===== config.mk =====
export PLATFORM = sky130hd
export DESIGN_NAME = instruction_fetch_flat
export DESIGN_NICKNAME = d
export VERILOG_FILES = /design/src/rtl/instruction_fetch_if.sv /design/src/rtl/instruction_fetch.sv /design/src/flat_wrapper.sv
export SDC_FILE = /design/constraint.sdc
export NUM_CORES = 1
export LEC_CHECK = 0
export BUFFER_PORTS_ARGS = -buffer_cell sky130_fd_sc_hd__clkbuf_2
export CORE_MARGIN = 2
export CORE_UTILIZATION = 25
export CTS_CLUSTER_SIZE = 25
export DETAILED_ROUTE_END_ITERATION = 10
export GPL_ROUTABILITY_DRIVEN = 0
export SYNTH_ARGS = -nofsm -noshare
export SYNTH_HDL_FRONTEND = slang
export SYNTH_SLANG_ARGS = --single-unit
export TNS_END_PERCENT = 20

===== constraint.sdc =====
create_clock -name clock -period 4.1 [get_ports clock]
set_input_delay 0.41 -clock clock [delete_from_list [all_inputs] [get_ports clock]]
set_output_delay 0.41 -clock clock [all_outputs]
set_load 0.02 [all_outputs]

===== src/rtl/instruction_fetch_if.sv =====
// ---------------------------------------------------------------------------
// instruction_fetch_if
//   Bundles the IF stage's control inputs and its IF/ID-register outputs.
//
//   Control semantics (there is no valid/ready pair on this bus):
//     stall     - level, sampled on the rising clock edge; while high the stage
//                 holds its PC and every output.
//     redirect  - level, sampled on the rising clock edge; loads redirectTarget
//                 into the PC and issues one bubble. It takes priority over a
//                 stall in the same cycle.
//     instValid - qualifies instOut; 0 means instOut carries the bubble word.
//
//   Signals
//     stall, redirect, redirectTarget[31:0]        hazard/branch unit -> IF
//     instOut[31:0], pcOut[31:0], pcPlus4[31:0],   IF -> IF/ID consumer
//     instValid, fetchCount[31:0], fetchFault
//
//   Modports
//     master : the fetch stage itself
//     slave  : the surrounding pipeline (drives control, reads the fetch)
// ---------------------------------------------------------------------------
interface instruction_fetch_if;
  logic        stall;
  logic        redirect;
  logic [31:0] redirectTarget;
  logic [31:0] instOut;
  logic [31:0] pcOut;
  logic [31:0] pcPlus4;
  logic        instValid;
  logic [31:0] fetchCount;
  logic        fetchFault;

  modport master (
    input  stall,
    input  redirect,
    input  redirectTarget,
    output instOut,
    output pcOut,
    output pcPlus4,
    output instValid,
    output fetchCount,
    output fetchFault
  );

  modport slave (
    output stall,
    output redirect,
    output redirectTarget,
    input  instOut,
    input  pcOut,
    input  pcPlus4,
    input  instValid,
    input  fetchCount,
    input  fetchFault
  );
endinterface


===== src/rtl/instruction_fetch.sv =====
// ---------------------------------------------------------------------------
// instruction_fetch
//   IF stage of a 5-stage MIPS pipeline. Owns the program counter, reads the
//   instruction ROM combinationally at pc[31:2] and registers the fetched word
//   (with its PC, PC+4 and a valid flag) for the IF/ID register.
//
//   Per rising edge, priority is reset > redirect > stall > normal fetch.
//   A redirect drops the wrong-path word and issues NOP_WORD with
//   instValid=0. A fetch whose word index is at or beyond MEM_DEPTH returns
//   NOP_WORD, sets the sticky fetchFault and still advances the PC.
//
//   Parameters
//     MEM_DEPTH  ROM depth in 32-bit words (power of 2)
//     ROM_IMAGE  ROM contents, word i at bits [32*i +: 32]; fixed at
//                elaboration, never written at run time
//     RESET_PC   PC loaded on reset (word aligned)
//     NOP_WORD   bubble instruction (sll $0,$0,0)
//
//   Ports
//     clock  in  rising-edge clock
//     reset  in  synchronous, active-high reset
//     bus    instruction_fetch_if.master (control in, fetched word out)
//
//   Every output is a flop, so there is no combinational path from stall or
//   redirect to any output.
// ---------------------------------------------------------------------------
module instruction_fetch #(
  parameter int                       MEM_DEPTH = 64,
  parameter logic [MEM_DEPTH*32-1:0]  ROM_IMAGE = '0,
  parameter logic [31:0]              RESET_PC  = 32'h0000_0000,
  parameter logic [31:0]              NOP_WORD  = 32'h0000_0000
) (
  input  logic                clock,
  input  logic                reset,
  instruction_fetch_if.master bus
);

  localparam int AW = (MEM_DEPTH > 1) ? $clog2(MEM_DEPTH) : 1;

  logic [31:0] pc;
  logic [31:0] word_addr;
  logic [31:0] rom_word;
  logic [31:0] pc_next_seq;
  logic [31:0] redirect_pc;
  logic        in_range;

  // ROM read and address arithmetic are purely combinational on the pc reg.
  // The full word address is range-checked so that addresses aliasing into
  // the ROM through the dropped upper bits are still reported as faults.
  always_comb begin
    word_addr   = pc >> 2;
    in_range    = (word_addr < 32'(MEM_DEPTH));
    rom_word    = ROM_IMAGE[32*int'(word_addr[AW-1:0]) +: 32];
    pc_next_seq = pc + 32'd4;
    redirect_pc = bus.redirectTarget & ~32'h0000_0003;
  end

  always_ff @(posedge clock) begin
    if (reset) begin
      pc             <= RESET_PC;
      bus.instOut    <= NOP_WORD;
      bus.pcOut      <= 32'h0000_0000;
      bus.pcPlus4    <= 32'h0000_0000;
      bus.instValid  <= 1'b0;
      bus.fetchCount <= 32'h0000_0000;
      bus.fetchFault <= 1'b0;
    end else if (bus.redirect) begin
      // Squash the wrong-path word; pcOut/pcPlus4 keep describing the last
      // real fetch so downstream link math is not disturbed by the bubble.
      pc            <= redirect_pc;
      bus.instOut   <= NOP_WORD;
      bus.instValid <= 1'b0;
    end else if (!bus.stall) begin
      pc          <= pc_next_seq;
      bus.pcOut   <= pc;
      bus.pcPlus4 <= pc_next_seq;
      if (in_range) begin
        bus.instOut    <= rom_word;
        bus.instValid  <= 1'b1;
        bus.fetchCount <= bus.fetchCount + 32'd1;
      end else begin
        bus.instOut    <= NOP_WORD;
        bus.instValid  <= 1'b0;
        bus.fetchFault <= 1'b1;
      end
    end
  end

endmodule


===== src/flat_wrapper.sv =====
// flat-port wrapper written by rule: the top's interface ports become plain ports
module instruction_fetch_flat 
#(
  parameter int                       MEM_DEPTH = 64,
  parameter logic [MEM_DEPTH*32-1:0]  ROM_IMAGE = '0,
  parameter logic [31:0]              RESET_PC  = 32'h0000_0000,
  parameter logic [31:0]              NOP_WORD  = 32'h0000_0000
)
  (clock, reset, bus_stall, bus_redirect, bus_redirectTarget, bus_instOut, bus_pcOut, bus_pcPlus4, bus_instValid, bus_fetchCount, bus_fetchFault);
  instruction_fetch_if bus_i ();
  input  logic clock;
  input  logic reset;
  input wire logic [$bits(bus_i.stall)-1:0] bus_stall;
  input wire logic [$bits(bus_i.redirect)-1:0] bus_redirect;
  input wire logic [$bits(bus_i.redirectTarget)-1:0] bus_redirectTarget;
  output wire logic [$bits(bus_i.instOut)-1:0] bus_instOut;
  output wire logic [$bits(bus_i.pcOut)-1:0] bus_pcOut;
  output wire logic [$bits(bus_i.pcPlus4)-1:0] bus_pcPlus4;
  output wire logic [$bits(bus_i.instValid)-1:0] bus_instValid;
  output wire logic [$bits(bus_i.fetchCount)-1:0] bus_fetchCount;
  output wire logic [$bits(bus_i.fetchFault)-1:0] bus_fetchFault;
  assign bus_i.stall = bus_stall;
  assign bus_i.redirect = bus_redirect;
  assign bus_i.redirectTarget = bus_redirectTarget;
  assign bus_instOut = bus_i.instOut;
  assign bus_pcOut = bus_i.pcOut;
  assign bus_pcPlus4 = bus_i.pcPlus4;
  assign bus_instValid = bus_i.instValid;
  assign bus_fetchCount = bus_i.fetchCount;
  assign bus_fetchFault = bus_i.fetchFault;
  instruction_fetch #(.MEM_DEPTH(MEM_DEPTH), .ROM_IMAGE(ROM_IMAGE), .RESET_PC(RESET_PC), .NOP_WORD(NOP_WORD)) u_core (.clock(clock), .reset(reset), .bus(bus_i));
endmodule

Yosys cells after proc, flatten, opt, wreduce, memory -nomap -nowiden
Index checks and enable logic that the tools add are counted.

operators by class
  add/sub/neg operators = 2
  $mul = 0
  div/mod/pow operators = 0
  magnitude comparators = 1
  equal/unequal tests = 1
  shift operators = 1
  mux-type cells = 4
  bitwise logic cells = 3
  reductions and logical operators = 4

operators with widths
  cell                                                                               count
  2048-bit by 12-bit variable part select with 32-bit output (first input constant)  1
  32-bit 2-to-1 mux                                                                  3
  32-bit by 1-bit adder with 32-bit output (second input constant)                   1
  32-bit by 3-bit adder with 32-bit output (second input constant)                   1
  30-bit by 7-bit less-than comparator with 1-bit output (second input constant)     1
  3-bit AND reduction                                                                2
  1-bit NOT                                                                          3
  2-bit by 1-bit != test with 1-bit output (second input constant)                   1
  2-bit AND reduction                                                                1
  2-bit OR reduction                                                                 1
  1-bit 2-to-1 mux                                                                   1

storage, ports and cells
  flip-flop bits (word level) = 162
  bits in latches = 0
  bits in writable memories = 0
  bits in read-only memories = 0
  output and inout bits = 130
  word-level logic and storage cells = 24
  memories kept = 0

Logic depth before layout (Yosys ltp)
  word-level depth = 3
  gate-level depth with buffers = 8
  mapped depth without buffers = 6

Worst setup path after synthesis
OpenSTA, ideal clock, no wires.

  path kind = reg-to-reg
  start = reg u_core.bus.fetchCount[0]
  end = reg u_core.bus.fetchCount[22]
  setup time = 70 ps
  arrival time = 2008 ps
  path slack = 2022 ps
  stages on the path, launching flop included = 8
  buffers on the path = 1
  clock period less this slack = 2078 ps
  path through = dfxtp_1 -> ha_1 -> or3b_1 -> clkbuf_1 -> nor2_1 -> nand4_1 -> or4_1 -> a21oi_1

between the ends
  word-level cells in the longest chain between the ends = 1

RTL lines
  item                                      line                        source
  from (decl)                               instruction_fetch_if.sv:41  output fetchCount,
  from (signal assigned)                    instruction_fetch.sv:80     bus.fetchCount <= bus.fetchCount + 32'd1;
  32-bit by 1-bit adder with 32-bit output  instruction_fetch.sv:80

No other way between the ends.
A chain may end at the register's enable or synchronous reset.

Worst setup path in the final report
  start = reg u_core.pc[15]
  end = reg u_core.bus.fetchCount[17]

between the ends
  word-level cells in the longest chain between the ends = 2

RTL lines
  item                                                    line                     source
  from (decl)                                             instruction_fetch.sv:40  logic [31:0] pc;
  from (signal assigned)                                  instruction_fetch.sv:70  pc <= redirect_pc;
  from (signal assigned)                                  instruction_fetch.sv:74  pc <= pc_next_seq;
  30-bit by 7-bit less-than comparator with 1-bit output  instruction_fetch.sv:52  in_range = (word_addr < 32'(MEM_DEPTH));
  3-bit AND reduction (no line)                           n/a

No other way between the ends.

==> results.md <==
- CTS tree: done
- Cts hold-fix bufs: 0
- Number of synthesized register bits: roughly 120
- Tmin final: 2.76 ns
- Final setup violating endpoints: 0
- Arrival @ worst endpoint: between 3 and 4 ns
- Mapped Cells: approximately 760
- ANT cells: 0
- Ranking of synthesized cells by area: dfxtp_1 40%, nand2_1 6.1%, xor2_1 5.3%
- # rows: 57
- Root Buffer: clkbuf_16
- Top-area cell type share of the netlist area: about two fifths
- Inserted Clock Buffers: 17
- Hold Vio Cnt, Final: 0
- Worst Reg-to-Reg Cells: 5
- Overall Power: about 3300 uW
- Layout cells sized above 1: approximately a fifth
- Total clock sinks: about 120
- Die Y: 161 um
- Maximum vdd drop: ~0.23 mV
- DR WL/cell: approximately 15 um
- Total gr overflow: 0
- Crit Path Category: reg -> reg
- CP max FO: 21
- First-pass GRT wire length: roughly 28 mm
- Starting DRT DRC Count: 289
- DIE AREA: approximately 26000 um^2
- Final clock period utilization by the worst path: between 60% and 70%
- Hold path depth: 3
- Synth cell types: 47
- Layout Area Growth over Synthesis: 22.2%
- Max_slew headroom: 39.0%
- Status: finished, final reports clean
- Pleak: roughly 0.0028 uW
- DRT Wirelength: approximately 18 mm
- Compound-cell area share of the yosys netlist: between 10% and 20%
- Most frequent cells in the layout: 126 x clkbuf_2, 124 x dfxtp_1, 100 x nand2_1
- Pwr per Cell Area: 442 nW/um^2
- Worst Tran Pin Value: roughly 0.92 ns
- Starting density of the core: between 20% and 30%
- DRT Pass-1 Iters: 4
- Via count: 5556
- EDFF count, synth: 0
- Critical path data required time: 4.44 ns
- Port-buffer cells: between 100 and 150
- Post_cts resized: 0
- Initial antenna violation count: 0
- Largest net degree at the start of global routing: 84
- Clk slew on worst S/H paths: around 0.06 ns
- Synth warn: 0
- Routed Antenna Nets: 0
- Synth Area in Adders: less than 1%
- DR vias/cell: between 4 and 5
- Worst setup EP type: flip-flop
- Hold Worst Slack: roughly 0.24 ns
- Die width: about 160 um
- CTS max path bufs: 2
- Worst Skew: approximately 0.0066 ns
- RSZ-0062 raised after global routing: no
- CP startpoint kind: flip-flop
- Residual DRC: 0
- Post-synthesis simple-gate area fraction: 27.5%
- Fillers: between 2000 and 3000
- Largest area contributor in the netlist: dfxtp_1
- Hpwl dp: between 10 and 15 mm
- Largest family of logic cells by synthesized area: simple AND/OR/NAND/NOR gates
- Fin worst setup slack: between 1 and 1.5 ns
- Later-pin clock latency in the skew report: roughly 0.41 ns
- Top_reg_cell synth: dfxtp_1
- Leading cell type in the layout, fill and taps excluded: clkbuf_2
- Setup_tns: 0 ns
- Max-cap viol count: 0
- Sequential area share after synthesis: just over 40%
- Mux share of post-synthesis cell area: less than 1%
- Setup repair bufs after CTS: 0
- Async SR Flop Fraction: 0%
- Nets: between 800 and 900
- Total GRT Usage: around 14%
- Placeable Area: around 24000 um^2
- Max Slew Vio Count: 0
- H-tree levels: 4
- Synthesized-area fraction occupied by xor and xnor cells: 8.99%
- Io pins: around 170
- Fmax: about 360 MHz
- Synth Cell Area: a little over 6000 um^2
- Post-place setup slack: between 1 and 1.5 ns
- Hold Crit Class: in -> reg
- Vias in the first global route: between 5000 and 6000
- Avg Cell Area, Syn: 8.05 um^2
==> worst paths after layout <==
path / startpoint / endpoint / slack, ns
max: u_core.pc[15]$_SDFFE_PP0P_ / u_core.bus.fetchCount[17]$_SDFFE_PP0P_ / 1.34
max reg2reg: u_core.pc[15]$_SDFFE_PP0P_ / u_core.bus.fetchCount[17]$_SDFFE_PP0P_ / 1.34
min reg2reg: u_core.bus.pcOut[17]$_SDFFE_PP0P_ / u_core.bus.pcOut[17]$_SDFFE_PP0P_ / 0.45
min: bus_redirectTarget[4] / u_core.pc[4]$_SDFFE_PP0P_ / 0.24
==> flip-flops by register name, summed over array words and instances (netlist names) <==
register / count
u_core.bus.pcOut: 30
u_core.bus.fetchFault: 1
u_core.bus.instValid: 1
u_core.pc: 30
u_core.bus.fetchCount: 32
u_core.bus.pcPlus4: 30
==> where the power goes <==
group	internal (uW)	total (uW)	switching, uW
logic	85.2	279	193
registers	1250	1310	58.0
clock network	1170	1730	559
total	2510	3320	811
==> routing by layer <==
layer / vias up / global-route usage (%) / routed length [um]
met5: - / 0 / 0
met2: 184 / 21.6 / 8020
met3: 26 / 4.42 / 1040
met1: 2579 / 18.9 / 8560
li1: 2767 / - / -
met4: 0 / 3.97 / 310
==> final cells by class <==
type                    count  area (um^2)  area share, %
repair buffers            133          683           9.11
flip-flops and latches    124         2480           33.1
clock inverters            11          215           2.87
clock buffers              20          457           6.09
multi-input cells         570         3230           43.1
well taps                 324          405           5.41
inverters                   6         22.5          0.300
==> cell families (layout without fill, tap and decap cells) <==
kind of cell,count (synthesis),in the layout
muxes,5,5
DFF,124,124
buffers and inverters,103,170
and+or+nand+nor,335,335
xor gates and xnor gates,63,63
AOI/OAI and AO/OA,129,129
adders and majority gates,2,2
other,1,36
==> through the flow <==
stage / utilization [%] / cells / instance area, um^2
2_1_floorplan: - / 797 / 6270
3_3_place_gp: 28.2 / 1157 / 6830
3_5_place_dp: 28.2 / 1157 / 6830
4_1_cts: 31.0 / 1188 / 7500
5_1_grt: 31.0 / 1188 / 7500
6_report: 31.0 / 1188 / 7500
==> Yosys cell counts, types with 2 or more instances <==
| master | count |
|---|---|
| a211oi_1 | 37 |
| a21oi_1 | 60 |
| a311oi_1 | 5 |
| and3_1 | 12 |
| and4_1 | 4 |
| buf_2 | 10 |
| buf_4 | 43 |
| clkbuf_1 | 42 |
| dfxtp_1 | 124 |
| ha_1 | 2 |
| inv_1 | 5 |
| mux2i_1 | 4 |
| nand2_1 | 100 |
| nand2b_1 | 2 |
| nand3_1 | 26 |
| nand3b_1 | 2 |
| nand4_1 | 27 |
| nand4_4 | 2 |
| nor2_1 | 83 |
| nor2b_1 | 6 |
| nor3_1 | 14 |
| nor4_1 | 23 |
| nor4_2 | 3 |
| o21ai_0 | 19 |
| o22ai_1 | 3 |
| o31ai_1 | 3 |
| or3_1 | 17 |
| or4_1 | 4 |
| xnor2_1 | 26 |
| xor2_1 | 37 |
==> worst max-delay path: stages, from the launching register on <==
cell and delay [ns]:
dfxtp_1 0.41, nor4_1 0.45, and4_1 0.46, nand3_1 0.54
or4_1 0.67, a21oi_1 0.15
No activity file was read; power rests on OpenSTA's default activity.
